===== src/rtl/regfile_wb_queue_if.sv =====
`default_nettype none
// ============================================================================
// regfile_wb_queue_if : result-lane and register-file write-port bundle
// Revision 1.0
// ============================================================================
interface regfile_wb_queue_if #(
  parameter int DATA_WIDTH     = 32,
  parameter int NR_WRITE_PORTS = 2
);
  logic [NR_WRITE_PORTS-1:0]                 in_valid_i;
  logic [NR_WRITE_PORTS-1:0][4:0]            in_addr_i;
  logic [NR_WRITE_PORTS-1:0][DATA_WIDTH-1:0] in_data_i;
  logic                                      in_ready_o;
  logic                                      stall_i;
  logic [NR_WRITE_PORTS-1:0]                 we_o;
  logic [NR_WRITE_PORTS-1:0][4:0]            waddr_o;
  logic [NR_WRITE_PORTS-1:0][DATA_WIDTH-1:0] wdata_o;

  modport master (
    output in_valid_i, in_addr_i, in_data_i, stall_i,
    input  in_ready_o, we_o, waddr_o, wdata_o
  );

  modport slave (
    input  in_valid_i, in_addr_i, in_data_i, stall_i,
    output in_ready_o, we_o, waddr_o, wdata_o
  );
endinterface
`default_nettype wire


===== src/rtl/regfile_wb_queue.sv =====
`default_nettype none
// ============================================================================
// regfile_wb_queue : in-order write-back queue feeding the register-file ports
// Revision 1.0
// ============================================================================
module regfile_wb_queue #(
  parameter int DATA_WIDTH     = 32,
  parameter int NR_WRITE_PORTS = 2,
  parameter int DEPTH          = 8
) (
  input  wire logic                      clk_i,
  input  wire logic                      rst_i,
  input  wire logic                      flush_i,
  regfile_wb_queue_if.slave              bus,
  output logic [31:0]                    pend_o,
  output logic [$clog2(DEPTH+1)-1:0]     count_o,
  output logic                           empty_o
);
  localparam int PTR_W = $clog2(DEPTH);
  localparam int CNT_W = $clog2(DEPTH + 1);
  localparam logic [CNT_W-1:0] c_DEPTH = CNT_W'(DEPTH);
  localparam logic [CNT_W-1:0] c_NRW   = CNT_W'(NR_WRITE_PORTS);
  localparam logic [CNT_W-1:0] c_ONE   = CNT_W'(1);

  logic [4:0]            r_addr [DEPTH];
  logic [DATA_WIDTH-1:0] r_data [DEPTH];
  logic [PTR_W-1:0]      r_head;
  logic [PTR_W-1:0]      r_tail;
  logic [CNT_W-1:0]      r_count;

  logic                                 w_ready;
  logic                                 w_push_en;
  logic                                 w_drain_en;
  logic [CNT_W-1:0]                     w_lane_cnt;
  logic [CNT_W-1:0]                     w_push_cnt;
  logic [CNT_W-1:0]                     w_pop_cnt;
  logic [NR_WRITE_PORTS-1:0]            w_lane_en;
  logic [NR_WRITE_PORTS-1:0][PTR_W-1:0] w_lane_slot;
  logic [PTR_W-1:0]                     w_age;
  logic [PTR_W-1:0]                     w_rd_slot;
  logic [31:0]                          w_pend;

  // Ready looks only at registered occupancy so it never depends on stall/flush.
  assign w_ready    = (c_DEPTH - r_count) >= c_NRW;
  assign w_push_en  = w_ready && !flush_i;
  assign w_drain_en = !bus.stall_i && !flush_i;
  assign w_push_cnt = w_push_en ? w_lane_cnt : '0;
  assign w_pop_cnt  = !w_drain_en ? '0 : ((r_count < c_NRW) ? r_count : c_NRW);

  // Compact valid, non-x0 lanes onto consecutive tail slots in lane order.
  always_comb begin
    w_lane_cnt  = '0;
    w_lane_en   = '0;
    w_lane_slot = '0;
    for (int l = 0; l < NR_WRITE_PORTS; l++) begin
      w_lane_slot[l] = r_tail + w_lane_cnt[PTR_W-1:0];
      if (bus.in_valid_i[l] && (bus.in_addr_i[l] != 5'd0)) begin
        w_lane_en[l] = w_push_en;
        w_lane_cnt   = w_lane_cnt + c_ONE;
      end
    end
  end

  always_ff @(posedge clk_i) begin
    if (rst_i || flush_i) begin
      r_head  <= '0;
      r_tail  <= '0;
      r_count <= '0;
    end else begin
      r_head  <= r_head + w_pop_cnt[PTR_W-1:0];
      r_tail  <= r_tail + w_push_cnt[PTR_W-1:0];
      r_count <= r_count + w_push_cnt - w_pop_cnt;
    end
  end

  always_ff @(posedge clk_i) begin
    if (!rst_i) begin
      for (int l = 0; l < NR_WRITE_PORTS; l++) begin
        if (w_lane_en[l]) begin
          r_addr[w_lane_slot[l]] <= bus.in_addr_i[l];
          r_data[w_lane_slot[l]] <= bus.in_data_i[l];
        end
      end
    end
  end

  // Oldest entry on port 0 so same-address collisions resolve youngest-wins.
  always_comb begin
    bus.we_o    = '0;
    bus.waddr_o = '0;
    bus.wdata_o = '0;
    w_rd_slot   = '0;
    for (int i = 0; i < NR_WRITE_PORTS; i++) begin
      w_rd_slot      = r_head + PTR_W'(i);
      bus.we_o[i]    = (CNT_W'(i) < r_count) && w_drain_en;
      bus.waddr_o[i] = r_addr[w_rd_slot];
      bus.wdata_o[i] = r_data[w_rd_slot];
    end
  end

  always_comb begin
    w_pend = '0;
    w_age  = '0;
    for (int j = 0; j < DEPTH; j++) begin
      w_age = PTR_W'(j) - r_head;
      if ({1'b0, w_age} < r_count) begin
        w_pend[r_addr[j]] = 1'b1;
      end
    end
    w_pend[0] = 1'b0;
  end

  assign bus.in_ready_o = w_ready;
  assign pend_o         = w_pend;
  assign count_o        = r_count;
  assign empty_o        = (r_count == '0);

endmodule
`default_nettype wire

===== src/flat_wrapper.sv =====
// flat-port wrapper written by rule: the top's interface ports become plain ports
module regfile_wb_queue_flat 
#(
  parameter int DATA_WIDTH     = 32,
  parameter int NR_WRITE_PORTS = 2,
  parameter int DEPTH          = 8
)
  (clk_i, rst_i, flush_i, pend_o, count_o, empty_o, bus_in_valid_i, bus_in_addr_i, bus_in_data_i, bus_stall_i, bus_in_ready_o, bus_we_o, bus_waddr_o, bus_wdata_o);
  regfile_wb_queue_if #(.DATA_WIDTH(DATA_WIDTH), .NR_WRITE_PORTS(NR_WRITE_PORTS)) bus_i ();
  input  wire logic clk_i;
  input  wire logic rst_i;
  input  wire logic flush_i;
  output logic [31:0] pend_o;
  output logic [$clog2(DEPTH+1)-1:0] count_o;
  output logic empty_o;
  input wire logic [$bits(bus_i.in_valid_i)-1:0] bus_in_valid_i;
  input wire logic [$bits(bus_i.in_addr_i)-1:0] bus_in_addr_i;
  input wire logic [$bits(bus_i.in_data_i)-1:0] bus_in_data_i;
  input wire logic [$bits(bus_i.stall_i)-1:0] bus_stall_i;
  output wire logic [$bits(bus_i.in_ready_o)-1:0] bus_in_ready_o;
  output wire logic [$bits(bus_i.we_o)-1:0] bus_we_o;
  output wire logic [$bits(bus_i.waddr_o)-1:0] bus_waddr_o;
  output wire logic [$bits(bus_i.wdata_o)-1:0] bus_wdata_o;
  assign bus_i.in_valid_i = bus_in_valid_i;
  assign bus_i.in_addr_i = bus_in_addr_i;
  assign bus_i.in_data_i = bus_in_data_i;
  assign bus_i.stall_i = bus_stall_i;
  assign bus_in_ready_o = bus_i.in_ready_o;
  assign bus_we_o = bus_i.we_o;
  assign bus_waddr_o = bus_i.waddr_o;
  assign bus_wdata_o = bus_i.wdata_o;
  regfile_wb_queue #(.DATA_WIDTH(DATA_WIDTH), .NR_WRITE_PORTS(NR_WRITE_PORTS), .DEPTH(DEPTH)) u_core (.clk_i(clk_i), .rst_i(rst_i), .flush_i(flush_i), .bus(bus_i), .pend_o(pend_o), .count_o(count_o), .empty_o(empty_o));
endmodule

===== config.mk =====
export PLATFORM = sky130hd
export DESIGN_NAME = regfile_wb_queue_flat
export DESIGN_NICKNAME = d
export VERILOG_FILES = /design/src/rtl/regfile_wb_queue_if.sv /design/src/rtl/regfile_wb_queue.sv /design/src/flat_wrapper.sv
export SDC_FILE = /design/constraint.sdc
export NUM_CORES = 1
export LEC_CHECK = 0
export CAP_MARGIN = 20
export CORE_MARGIN = 2
export CORE_UTILIZATION = 55
export DETAILED_ROUTE_END_ITERATION = 10
export PLACE_DENSITY = 0.77
export SYNTH_ARGS = -nofsm -noshare
export SYNTH_HDL_FRONTEND = slang
export SYNTH_SLANG_ARGS = --single-unit

===== constraint.sdc =====
create_clock -name clk_i -period 10 [get_ports clk_i]
set_input_delay 2 -clock clk_i [delete_from_list [all_inputs] [get_ports clk_i]]
set_output_delay 2 -clock clk_i [all_outputs]
set_load 0.01 [all_outputs]

; Word-level counts from Yosys, hierarchy flattened
; Memory sizes are Yosys's and may differ from the RTL's. A register that Yosys moved wholly into a read port is not among the register bits.
; Cells that the tools add are included.
[totals]
word_cells = 115
ram_bits = 296
regBits = 10
memories = 2
out_inout_bits = 114
input_bits = 80
[memory_table]
columns = name, depth, width, rd, rd_ports_with_merged_regs, write_ports, line_no
row1 = u_core.r_data, 8, 32, 2, 1, 2, regfile_wb_queue.sv:26  ; logic [DATA_WIDTH-1:0] r_data [DEPTH];
row2 = u_core.r_addr, 8, 5, 10, 1, 2, regfile_wb_queue.sv:25  ; logic [4:0] r_addr [DEPTH];
[op_classes]
add_sub_neg = 16
n_bitwise = 7
n_reduce_logical = 20
magnitude_cmp = 28
mux = 39
[ops]
columns = op, n
row1 = 32-bit two-way mux, 8
row2 = 32-bit bitwise OR, 7
row3 = "5-bit by 6-bit less-than comparator with 1-bit output, second input constant", 8
row4 = 1-bit demux with 5-bit select, 8
row5 = "5-bit by 1-bit greater-or-equal comparator with 1-bit output, second input constant", 8
row6 = 3-bit by 4-bit less-than comparator with 1-bit output, 8
row7 = 1-bit two-way mux, 17
row8 = 4-bit two-way mux, 4
row9 = 1-bit logical AND, 14
row10 = "3-bit subtractor, first input constant", 4
row11 = 5-bit nonzero test, 2
row12 = "1-bit by 4-bit less-than comparator with 1-bit output, first input constant", 2
row13 = 3-bit adder, 2
row14 = 3-bit two-way mux, 2
row15 = "1-bit by 3-bit subtractor with 3-bit output, first input constant", 2
row16 = "2-bit by 3-bit subtractor with 3-bit output, first input constant", 2
row17 = 4-bit adder, 1
row18 = "4-bit by 2-bit greater-or-equal comparator with 1-bit output, second input constant", 1
row19 = 4-bit logical NOT, 1
row20 = "4-bit by 2-bit less-than comparator with 1-bit output, second input constant", 1
row21 = 4-bit subtractor, 1
row22 = "4-bit subtractor, first input constant", 1
row23 = 3-bit by 1-bit adder with 3-bit output, 1
row24 = "3-bit by 1-bit adder with 3-bit output, second input constant", 1
row25 = other kinds (3), 4

; Longest topological paths before layout
; An unclocked memory read counts as a cell.
[logic_depth]
ltp_word = 20
ltp_mapped = 15

; Least setup slack after synthesis
; No wires, ideal clock.
[synth_path]
kind = input port to flip-flop
from = input port bus_in_addr_i[2]
to = memory u_core.r_addr[1][0] (enable)
stages = 4
slack_ps = 3237
arrival_time_ps = 6228
path_buffers = 0
cell_sequence = or4_1 > o21a_1 > nand2_1 > o41ai_1
[synth_lines]
columns = element, line_no
row1 = from (decl), flat_wrapper.sv:17  ; input wire logic [$bits(bus_i.in_addr_i)-1:0] bus_in_addr_i;
row2 = to (decl), regfile_wb_queue.sv:25

; Worst setup path in the final report
[layout_path]
from = register u_core.r_head[1]
to = output port pend_o[15]
[layout_between]
elab_chain_cells = 17
elab_cells_between_ends = 31
cone_classes = add/sub (8) / order compare (8) / mux (8) / bitwise (7)
[layout_lines]
columns = element, line_no
row1 = from (decl), regfile_wb_queue.sv:27  ; logic [PTR_W-1:0] r_head;
row2 = from (signal assigned), regfile_wb_queue.sv:70  ; r_head <= r_head + w_pop_cnt[PTR_W-1:0];
row3 = 1-bit by 3-bit subtractor with 3-bit output, regfile_wb_queue.sv:105  ; w_age = PTR_W'(j) - r_head;
row4 = 3-bit by 4-bit less-than comparator with 1-bit output, regfile_wb_queue.sv:106  ; if ({1'b0, w_age} < r_count) begin
row5 = 32-bit two-way mux, regfile_wb_queue.sv:106
row6 = 32-bit bitwise OR (no line), --
row7 = 32-bit two-way mux, regfile_wb_queue.sv:106
row8 = 32-bit bitwise OR (no line), --
row9 = 32-bit two-way mux, regfile_wb_queue.sv:106
row10 = 32-bit bitwise OR (no line), --
row11 = 32-bit two-way mux, regfile_wb_queue.sv:106
row12 = 32-bit bitwise OR (no line), --
row13 = 32-bit two-way mux, regfile_wb_queue.sv:106
row14 = 32-bit bitwise OR (no line), --
row15 = 32-bit two-way mux, regfile_wb_queue.sv:106
row16 = 32-bit bitwise OR (no line), --
row17 = 32-bit two-way mux, regfile_wb_queue.sv:106
row18 = 32-bit bitwise OR (no line), --
row19 = 32-bit two-way mux *, regfile_wb_queue.sv:106
row20 = to (decl), flat_wrapper.sv:13  ; output logic [31:0] pend_o;
; Every way passes the cells marked *; elsewhere a longest branch is shown, timed or not.

==> results.json <==
{
  "die_area_sq_um": 39800,
  "synth_commonest_cells": "edfxtp_1, mux2_2, nand2_1",
  "fmax_ghz": 0.140,
  "powerDensity_nw_per_um2": 147,
  "clock-sinks": 306,
  "final_cell_area_sq_um": 24300,
  "cts_root_buf": "clkbuf_16",
  "grt_first_pass_wirelength_mm": 105,
  "yosysTopAreaCellShare_pct": 42.3,
  "p_leak_nw": 8.03,
  "crit_required_ns": 8.00,
  "rsz0062_at_grt": "no",
  "crit_arrival_ns": 5.16,
  "seq_area_frac_synth_pct": 43.3,
  "antenna_found_initial": 4,
  "r2r_slack_ns": 6.50,
  "fin_crit_ns": 7.16,
  "cts_hold_buf": 0,
  "cts_tree": "done",
  "worstSetupEndpointType": "output pin",
  "clock_latency_ns": 0.56,
  "syn_to_final_growth_pct": 15.8,
  "whs_ns": 0.662,
  "post_drt_wl_per_cell_microns": 31.9,
  "overflow": 0,
  "gp_congestion": 1.06,
  "syn_inst": 1576,
  "syn_avg_cell_area_sq_um": 13.3,
  "synthArstFlopShare_pct": 0,
  "vias": 15755,
  "ys_seq_elements": 306,
  "hold_violations": 0,
  "slew_headroom_pct": 24.5,
  "ir_drop_uv": 195,
  "tns_ns": 0,
  "cts-resized-gates": 0,
  "post_cts_buffers": 0,
  "synth_cell_types": 75,
  "start_util_pct": 55.8,
  "row_count": 71,
  "finalCritPeriodShare_pct": 71.6,
  "htree_levels": 1,
  "maxCapViolCount": 0,
  "crit_fanout": 36,
  "worst_pin_slew_ns": 1.13,
  "status": "completed",
  "hold_path_class": "reg2reg",
  "cts_made_buffers": 30,
  "num-nets-final": 1827,
  "setup_ws_ns": 2.84,
  "grt.total_usage_pct": 36.3,
  "dpl.hpwl_mm": 48.3,
  "drtIter0Drc": 1626,
  "clk_pin_slew_ns": 0.07,
  "synth.most_common_cell": "edfxtp_1",
  "skew_ns": 0.0203,
  "post-route-drc-count": 0,
  "dp.cells": 2194,
  "synth_area_leaders": "edfxtp_1, mux4_2, mux2_2",
  "dr.pass1.iters": 6,
  "slew_viol_final": 0,
  "synth_top_flop_cell": "edfxtp_1",
  "syn_area_sq_um": 21000,
  "start_kind": "register",
  "place_area_sq_um": 23300,
  "clockBufferDepth": 3,
  "setup_viol": 0,
  "drive_above_1_share_pct": 33.2,
  "final_cell_count_no_fill": 2252,
  "ant_nets": 0,
  "critPathKind": "reg2out",
  "grt_max_degree": 69,
  "ys_warn_count": 0,
  "routed_wl_mm": 71.8,
  "io-pin-count": 194,
  "viasPerCell": 7.00,
  "die_h_microns": 199,
  "synth_edf_count": 296,
  "design.core.area_sq_um": 37700,
  "grt_pass1_vias": 16037,
  "synth_area_leader_cell": "edfxtp_1",
  "io_buffers": 192,
  "dieWidth_microns": 199,
  "synth_fp_nets": 1687,
  "place_ws_ns": 3.42
}
==> critical path, cell delays in order (launching register included) <==
cell             delay (ns)
dfxtp_4                0.83
inv_1                  0.29
ha_4                   0.74
inv_1                  0.10
ha_1                   0.21
or2_2                  0.31
a21o_1                 0.20
a21oi_1                0.89
a2111oi_0              0.26
o2111ai_1              0.17
clkdlybuf4s50_1        0.58
==> final cells by class <==
| class | count | area [sq um] |
|---|---|---|
| timing repair buffer | 226 | 2200 |
| clock buffer | 36 | 795 |
| tap | 511 | 639 |
| inverter | 37 | 139 |
| fill | 2735 | 13300 |
| multi-input combinational | 1115 | 11200 |
| sequential | 306 | 9100 |
| clock inverter | 20 | 229 |
| antenna | 1 | 2.50 |
==> registers in the layout, summed over array words and instances (netlist names) <==
name            count
u_core.r_head       3
u_core.count_o      4
u_core.r_data     256
u_core.r_addr      40
u_core.r_tail       3
==> layout by cell type (no fill, tap or decap), drive strengths merged, types with 27 or more instances in the layout <==
cell           netlist  final
nor2                74     74
inv                 36     36
clkdlybuf4s50        0    192
ha                  27     27
nand3               32     32
o22ai               42     42
clkbuf              46     36
nand2              161    161
edfxtp             296    296
mux2               332    332
buf                 72     34
mux4               148    148
==> final timing paths <==
| check | start | end | cells after the start |
|---|---|---|---|
| setup / recovery | u_core.r_head[1] | pend_o[15] | 10 |
| hold / removal | u_core.count_o[2] | u_core.r_head[2] | 3 |
| setup reg to reg | u_core.count_o[1] | u_core.r_data[2][12] | 7 |
| hold reg to reg | u_core.count_o[2] | u_core.r_head[2] | 3 |
==> metrics by stage <==
stage / power, mW / util [%]
after detailed placement: 2.41 / 61.8
final: 3.59 / 64.6
after CTS: 3.57 / 64.5
after floorplan: 2.01 / -
after global routing: 3.69 / 64.6
after global placement: 2.39 / 61.8
==> power breakdown <==
group	switching (mW)	internal, mW	total, mW
clock	0.492	0.694	1.19
sequential	0.0403	1.45	1.49
combinational	0.513	0.400	0.913
total	1.04	2.54	3.59
==> layer usage <==
layer / routed length (microns) / global-route usage (%) / share of wire (%) / vias to the layer above
met5: 38 / 0 / 0.053 / -
met4: 3940 / 19.1 / 5.5 / 6
met3: 6090 / 5.97 / 8.5 / 235
met2: 35600 / 61.2 / 50 / 953
met1: 26100 / 45.3 / 36 / 7996
li1: - / - / - / 6565
==> logic make-up after synthesis <==
| family | share of synthesized area (%) |
|---|---|
| buffers and inverters | 4.10 |
| multiplexers | 34.1 |
| AO/OA/AOI/OAI | 6.56 |
| flip-flops | 43.3 |
| XOR/XNOR | 0.500 |
| adder cells (fa/ha/maj) | 1.99 |
| other | 0.0179 |
| AND/OR/NAND/NOR | 9.43 |
Power figures use the tool's default switching activity.
